[src/rtl/yin_frame_sched.sv]
// YIN front-end sequencer: writes samples into a circular RAM and, once per hop,
// walks every (tau, j) pair of an analysis frame out to the difference accumulator.
module yin_frame_sched #(
  parameter int SIG_WIDTH   = 9,
  parameter int SAMPLE_RATE = 8000,
  parameter int WINDOW_SIZE = 500,
  parameter int F_MIN       = 100,
  parameter int F_MAX       = 1000,
  parameter int HOP_SIZE    = 100,
  localparam int TAU_MAX    = SAMPLE_RATE / F_MIN,
  localparam int AW         = $clog2(WINDOW_SIZE),
  localparam int TW         = $clog2(TAU_MAX + 1)
) (
  input  logic                 clk_in,
  input  logic                 rst_in,
  input  logic [SIG_WIDTH-1:0] sig_in,
  input  logic                 sig_in_valid,
  output logic                 buf_we,
  output logic [AW-1:0]        buf_waddr,
  output logic [SIG_WIDTH-1:0] buf_wdata,
  output logic                 rd_valid,
  input  logic                 rd_ready,
  output logic [AW-1:0]        rd_addr_a,
  output logic [AW-1:0]        rd_addr_b,
  output logic [TW-1:0]        rd_tau,
  output logic                 rd_first,
  output logic                 rd_last,
  output logic                 frame_start,
  output logic                 frame_done,
  output logic                 busy,
  output logic                 overrun
);

  localparam int TAU_MIN = SAMPLE_RATE / F_MAX;
  localparam int INT_LEN = WINDOW_SIZE - TAU_MAX;
  localparam int JW      = $clog2(INT_LEN);
  localparam int FW      = $clog2(WINDOW_SIZE + 1);
  localparam int HW      = $clog2(HOP_SIZE + 1);
  localparam int SW      = AW + 1;

  localparam logic [AW-1:0] PTR_LAST  = AW'(WINDOW_SIZE - 1);
  localparam logic [FW-1:0] FILL_FULL = FW'(WINDOW_SIZE);
  localparam logic [HW-1:0] HOP_FULL  = HW'(HOP_SIZE);
  localparam logic [JW-1:0] J_LAST    = JW'(INT_LEN - 1);
  localparam logic [TW-1:0] T_MIN     = TW'(TAU_MIN);
  localparam logic [TW-1:0] T_MAX     = TW'(TAU_MAX);
  localparam logic [SW-1:0] WIN       = SW'(WINDOW_SIZE);

  typedef enum logic [1:0] {S_IDLE = 2'd0, S_RUN = 2'd1, S_DONE = 2'd2} state_t;

  state_t         state_q, state_d;
  logic [AW-1:0]  wr_ptr, wr_ptr_inc, base;
  logic [FW-1:0]  fill, fill_nxt;
  logic [HW-1:0]  hop_cnt, hop_nxt;
  logic [TW-1:0]  tau;
  logic [JW-1:0]  j;
  logic [SW-1:0]  sum_a, sum_b;
  logic           trig, launch, start_q, hs, pair_last;

  // Trigger looks at the fill/hop values as they will be after this sample.
  always_comb begin
    wr_ptr_inc = (wr_ptr == PTR_LAST) ? '0 : wr_ptr + 1'b1;
    fill_nxt   = (fill == FILL_FULL) ? fill : fill + 1'b1;
    hop_nxt    = (fill == FILL_FULL) ? hop_cnt + 1'b1 : hop_cnt;
    trig       = sig_in_valid && (fill_nxt == FILL_FULL) &&
                 ((fill != FILL_FULL) || (hop_nxt == HOP_FULL));
    launch     = trig && (state_q == S_IDLE);
  end

  always_ff @(posedge clk_in) begin
    if (rst_in) begin
      buf_we    <= 1'b0;
      buf_waddr <= '0;
      buf_wdata <= '0;
      wr_ptr    <= '0;
      fill      <= '0;
      hop_cnt   <= '0;
      overrun   <= 1'b0;
      base      <= '0;
    end else begin
      buf_we  <= sig_in_valid;
      overrun <= trig && busy;
      if (sig_in_valid) begin
        buf_waddr <= wr_ptr;
        buf_wdata <= sig_in;
        wr_ptr    <= wr_ptr_inc;
        fill      <= fill_nxt;
        hop_cnt   <= trig ? '0 : hop_nxt;
      end
      if (launch) base <= wr_ptr_inc;
    end
  end

  assign hs        = rd_valid && rd_ready;
  assign pair_last = (tau == T_MAX) && (j == J_LAST);

  always_ff @(posedge clk_in) begin
    if (rst_in) state_q <= S_IDLE;
    else        state_q <= state_d;
  end

  always_comb begin
    state_d = state_q;
    case (state_q)
      S_IDLE:  if (launch) state_d = S_RUN;
      S_RUN:   if (hs && pair_last) state_d = S_DONE;
      S_DONE:  state_d = S_IDLE;
      default: state_d = S_IDLE;
    endcase
  end

  // Lag/offset walk; counters hold during stalls so the request stays stable.
  always_ff @(posedge clk_in) begin
    if (rst_in) begin
      tau     <= '0;
      j       <= '0;
      start_q <= 1'b0;
    end else begin
      start_q <= launch;
      if (launch) begin
        tau <= T_MIN;
        j   <= '0;
      end else if (hs && !pair_last) begin
        if (j == J_LAST) begin
          j   <= '0;
          tau <= tau + 1'b1;
        end else begin
          j <= j + 1'b1;
        end
      end
    end
  end

  // Both sums stay below 2*WINDOW_SIZE, so one conditional subtract wraps them.
  always_comb begin
    sum_a = {1'b0, base} + SW'(j);
    sum_b = sum_a + SW'(tau);
  end

  always_comb begin
    rd_valid    = (state_q == S_RUN);
    frame_done  = (state_q == S_DONE);
    busy        = (state_q != S_IDLE);
    frame_start = start_q;
    rd_first    = rd_valid && (j == '0);
    rd_last     = rd_valid && (j == J_LAST);
    rd_tau      = rd_valid ? tau : '0;
    rd_addr_a   = '0;
    rd_addr_b   = '0;
    if (rd_valid) begin
      rd_addr_a = (sum_a >= WIN) ? AW'(sum_a - WIN) : AW'(sum_a);
      rd_addr_b = (sum_b >= WIN) ? AW'(sum_b - WIN) : AW'(sum_b);
    end
  end

endmodule

[config.mk]
export PLATFORM = sky130hd
export DESIGN_NAME = yin_frame_sched
export DESIGN_NICKNAME = d
export VERILOG_FILES = /design/src/rtl/yin_frame_sched.sv
export SDC_FILE = /design/constraint.sdc
export NUM_CORES = 1
export LEC_CHECK = 0
export BUFFER_PORTS_ARGS = -buffer_cell sky130_fd_sc_hd__buf_2
export CELL_PAD_IN_SITES_DETAIL_PLACEMENT = 1
export CELL_PAD_IN_SITES_GLOBAL_PLACEMENT = 1
export CORE_ASPECT_RATIO = 0.5
export CORE_MARGIN = 8
export CORE_UTILIZATION = 39
export DETAILED_ROUTE_END_ITERATION = 8
export PLACE_DENSITY = 0.88
export SLEW_MARGIN = 20
export SYNTH_ARGS = -nofsm -noshare
export SYNTH_HDL_FRONTEND = slang
export SYNTH_SLANG_ARGS = --single-unit
[constraint.sdc]
create_clock -name clk_in -period 4.3 [get_ports clk_in]
set_input_delay 0.86 -clock clk_in [delete_from_list [all_inputs] [get_ports clk_in]]
set_output_delay 0.86 -clock clk_in [all_outputs]
set_load 0.05 [all_outputs]
==> flow_summary.toml <==
[worst_setup_path]
timing.critical_path.cells = "buf_4 -> fa_2 -> nand3_4 -> nand2_4 -> xnor2_4 -> ha_4 -> o21a_1 -> o31a_1 -> or4b_1 -> nand3_2 -> and4bb_1 -> a211oi_4 -> or4_4 -> a21oi_4 -> buf_6"
regToRegStartpoint = "j[0]"
worst_path_dominant_cell_family = "simple AND/OR/NAND/NOR gates"
timing.critical_path.arrival_ns = 4.13
rrSetupSlack_ns = 1.31
critical_path.reg2reg.endpoint = "tau[6]"
crit_type = "flip-flop to output port"
cp.depth = 15
cp.required_ns = 3.44
reg2reg_depth = 10
worst-path-buf-inv = 2
cpPeakStageDelay_ns = 0.56
worstSetupStartpointType = "flip-flop"
critPathMaxFanout = 7
crit_path_end_kind = "output port"
critical_path.slowest_cell = "sky130_fd_sc_hd__or4b_1"

[worst_hold_path]
hold_path_depth = 2
worst_hold_path_type = "flip-flop to flip-flop"
holdPathEnd = "base[5]"
hold_path.startpoint = "base[5]"

[synthesis]
ys.warnings.count = 0
synth.distinct_cells = 69
synth.net_count = 597
synth-async-reset-ratio_pct = 0
ys_seq_area_share_pct = 31.7
synth.avg_cell_area_sq_um = 8.33
flip_flop_and_latch_count_after_synthesis = 73
synth-edff-count = 0
post_syn_area_sq_mm = 0.00460
dominantRegCellSynth = "sky130_fd_sc_hd__dfxtp_1"
post_synthesis_instance_total = 553

[detailed_routing]
drt-total-wl_um = 16300
met2WireLength_um = 8160
top_signal_layer_used = "met4"
drtPass1Iterations = 4
via_per_inst = 5.51
dr_total_vias = 4636
drcViolationCount = 0
dr.first_iter.drc_count = 252
route.met3.wl_um = 654
routedLengthMet1_um = 6850
antenna_violating_nets_post_route = 0
avgRoutedWirePerCell_um = 19.4

[job]
maxCapViolCount = 0

[cts]
worst_setup_hold_path_clk_slew_ns = 0.06
htree_num_levels = 3
cts_hold_buf = 0
clock_sink_count = 73
cts.root.buffer_cell = "sky130_fd_sc_hd__clkbuf_16"
insertion_delay_ns = 0.33
cts_tree = "done"
cts_buffers = 9
cts-root-to-sink-buffers = 2

[die]
dieHeight_um = 92.8
core_sq_mm = 0.0117
placement_rows = 28
design.die.area_sq_mm = 0.0158
die-width_um = 170
initial_core_util_pct = 39.5
io_pins = 64

[global_routing]
grt_start_max_net_pins = 48
number_of_global_route_vias_before_repair = 4844
grt_pass1_wl_um = 25100
overflow = 0
grt_antenna_before_repair = 0
grt_use_total_pct = 19.4

[placement]
dp.final_hpwl_um = 10300
numPortBuffers = 63
place.gp.congestion = 0.825

[final_layout]
syn_to_final_growth_pct = 39.9
num_antenna_cells = 0
final_net_count = 715
final_layout_size_suffix_gt1_share_pct = 32.5
fillerInstances = 1361
final_design_utilization_pct = 55.2

[timing]
relSlewSlack_pct = 63.9
final-hold-violation-count = 0
fin_ws_ns = -0.689
max_slew.worst_pin.slew_ns = 0.541
max_clock_freq_mhz = 200
setup_viol = 7
rsz0062_at_grt = "true"
layout_min_cycle_time_ns = 4.99
post-route-period-util_pct = 116
maxSlewViolCount = 0
fin_hold_ws_ns = 0.488
clock_skew_ns = 0.00540

[power]
power.clock.fraction_pct = 52.0
pwr-share-seq_pct = 42.3
p_leak_nw = 2.72
swShare_pct = 21.7
p_comb_share_pct = 5.8
vdd_drop_max_v = 0.000220
switching_power_uw = 360
power_density_relative_to_cell_area_mw_per_mm2 = 257
internal_power_mw = 1.30

[status]
run_status = "finished, violations left"
failing_checks = "negative setup slack"
## routing by layer
layer	vias up	global-route usage, %
met4	0	8.12
met1	2292	22.0
li1	2177	-
met2	118	35.0
met5	-	0
met3	49	4.33
## area by class of cell
type | count | area (sq um) | share of cell area (%)
Clock inverter | 6 | 105 | 1.63
Sequential cell | 73 | 1470 | 22.8
Multi-Input combinational cell | 432 | 3420 | 53.1
Timing Repair Buffer | 129 | 908 | 14.1
Inverter | 26 | 97.6 | 1.51
Tap cell | 165 | 206 | 3.20
Clock buffer | 10 | 239 | 3.71
## repair_timing
action / 4_1_cts / 5_1_grt
endpoints found under the hold margin: 0 / 0
endpoints found under the setup margin: 7 / 12
buffers inserted: 10 / 8
gates resized for setup: 57 / 38
pin swaps: 17 / 13
gates cloned: 0 / 0
## state kept, by name, indices dropped and copies added (netlist names)
register	count
base	9
buf_waddr	9
buf_wdata	9
buf_we	1
fill	9
frame_start	1
hop_cnt	7
j	9
overrun	1
state_q	2
tau	7
wr_ptr	9
## worst max path at each step
stage	from	end	slack, ns
floorplan	j[0]	rd_addr_b[7]	-0.13
global placement	base[0]	rd_addr_b[6]	-0.18
detailed placement	base[1]	rd_addr_b[6]	-0.30
CTS	j[0]	rd_addr_b[7]	-0.46
global route	base[0]	rd_addr_b[7]	-0.75
finish	j[1]	rd_addr_b[6]	-0.69
## logic make-up after synthesis
| group | count (synthesis) | synth area share, % |
|---|---|---|
| AND/OR/NAND/NOR | 226 | 25.3 |
| AO/OA/AOI/OAI | 104 | 15.3 |
| flip-flops | 73 | 31.7 |
| buffers and inverters | 48 | 4.16 |
| XOR/XNOR | 43 | 8.64 |
| adder cells (fa/ha/maj) | 31 | 8.75 |
| multiplexers | 28 | 6.09 |
## layout by cell type (no fill, tap or decap), types with 5 or more instances in the layout
cell,count
sky130_fd_sc_hd__a21oi_1,15
sky130_fd_sc_hd__buf_6,16
sky130_fd_sc_hd__and3_1,11
sky130_fd_sc_hd__xor2_1,19
sky130_fd_sc_hd__nor3_1,7
sky130_fd_sc_hd__nand4_1,9
sky130_fd_sc_hd__buf_4,61
sky130_fd_sc_hd__inv_1,24
sky130_fd_sc_hd__a21oi_2,8
sky130_fd_sc_hd__buf_2,51
sky130_fd_sc_hd__clkbuf_16,9
sky130_fd_sc_hd__o21a_1,5
sky130_fd_sc_hd__ha_4,7
sky130_fd_sc_hd__mux2i_1,28
sky130_fd_sc_hd__or3_1,8
sky130_fd_sc_hd__ha_1,20
sky130_fd_sc_hd__dfxtp_1,69
sky130_fd_sc_hd__xnor2_1,15
sky130_fd_sc_hd__nor2_1,85
sky130_fd_sc_hd__and2_1,11
sky130_fd_sc_hd__nand3_1,13
sky130_fd_sc_hd__nand2_1,31
sky130_fd_sc_hd__a211oi_1,5
sky130_fd_sc_hd__o21ai_1,8
sky130_fd_sc_hd__o21ai_0,17
## tightest hold or removal path, delay by kind of cell, from the launching register on
family             cells  cell delay, ns
DFF                    1            0.33
and+or+nand+nor        1            0.06
AOI/OAI and AO/OA      1            0.05
## cell usage after synthesis, types with 3 or more instances
cell type / number / area, sq um
sky130_fd_sc_hd__a211oi_1: 6 / 45.0
sky130_fd_sc_hd__a21o_1: 4 / 30.0
sky130_fd_sc_hd__a21oi_1: 25 / 125
sky130_fd_sc_hd__a22o_1: 3 / 26.3
sky130_fd_sc_hd__a31oi_1: 3 / 18.8
sky130_fd_sc_hd__and2_1: 11 / 68.8
sky130_fd_sc_hd__and3_1: 11 / 68.8
sky130_fd_sc_hd__buf_1: 4 / 15.0
sky130_fd_sc_hd__buf_2: 3 / 15.0
sky130_fd_sc_hd__clkbuf_1: 14 / 52.6
sky130_fd_sc_hd__dfxtp_1: 73 / 1460
sky130_fd_sc_hd__ha_1: 29 / 363
sky130_fd_sc_hd__inv_1: 25 / 93.8
sky130_fd_sc_hd__mux2i_1: 28 / 280
sky130_fd_sc_hd__nand2_1: 32 / 120
sky130_fd_sc_hd__nand2b_1: 4 / 25.0
sky130_fd_sc_hd__nand3_1: 18 / 90.1
sky130_fd_sc_hd__nand3b_1: 3 / 22.5
sky130_fd_sc_hd__nand4_1: 9 / 56.3
sky130_fd_sc_hd__nand4b_1: 3 / 26.3
sky130_fd_sc_hd__nor2_1: 87 / 327
sky130_fd_sc_hd__nor2b_1: 4 / 25.0
sky130_fd_sc_hd__nor3_1: 8 / 40.0
sky130_fd_sc_hd__nor3b_1: 4 / 30.0
sky130_fd_sc_hd__nor4_1: 4 / 25.0
sky130_fd_sc_hd__o21a_1: 5 / 37.5
sky130_fd_sc_hd__o21ai_0: 20 / 100
sky130_fd_sc_hd__o21ai_1: 9 / 45.0
sky130_fd_sc_hd__o31a_1: 3 / 26.3
sky130_fd_sc_hd__o31ai_1: 6 / 45.0
sky130_fd_sc_hd__or3_1: 10 / 62.6
sky130_fd_sc_hd__xnor2_1: 21 / 184
sky130_fd_sc_hd__xor2_1: 20 / 175
## power groups by stage
| stage | Sequential [mW] | Combinational, mW | Clock, mW |
|---|---|---|---|
| 2_1_floorplan | 0.738 | 0.0450 | 0 |
| 3_3_place_gp | 0.714 | 0.0935 | 0 |
| 3_5_place_dp | 0.715 | 0.0965 | 0 |
| 4_1_cts | 0.701 | 0.0967 | 0.878 |
| 5_1_grt | 0.702 | 0.104 | 0.908 |
| 6_report | 0.701 | 0.0954 | 0.862 |
## metrics by stage
step	setup TNS (ns)	instances	instance area [sq um]	power, mW	worst slack, ns
CTS	-2.47	836	6240	1.68	-0.460
global route	-4.93	841	6440	1.71	-0.747
global placement	-0.474	812	5570	0.808	-0.178
floorplan	-0.387	553	4740	0.783	-0.126
finish	-4.35	841	6440	1.66	-0.689
detailed placement	-1.34	812	5570	0.812	-0.296
(Power assumes the default switching activity.)
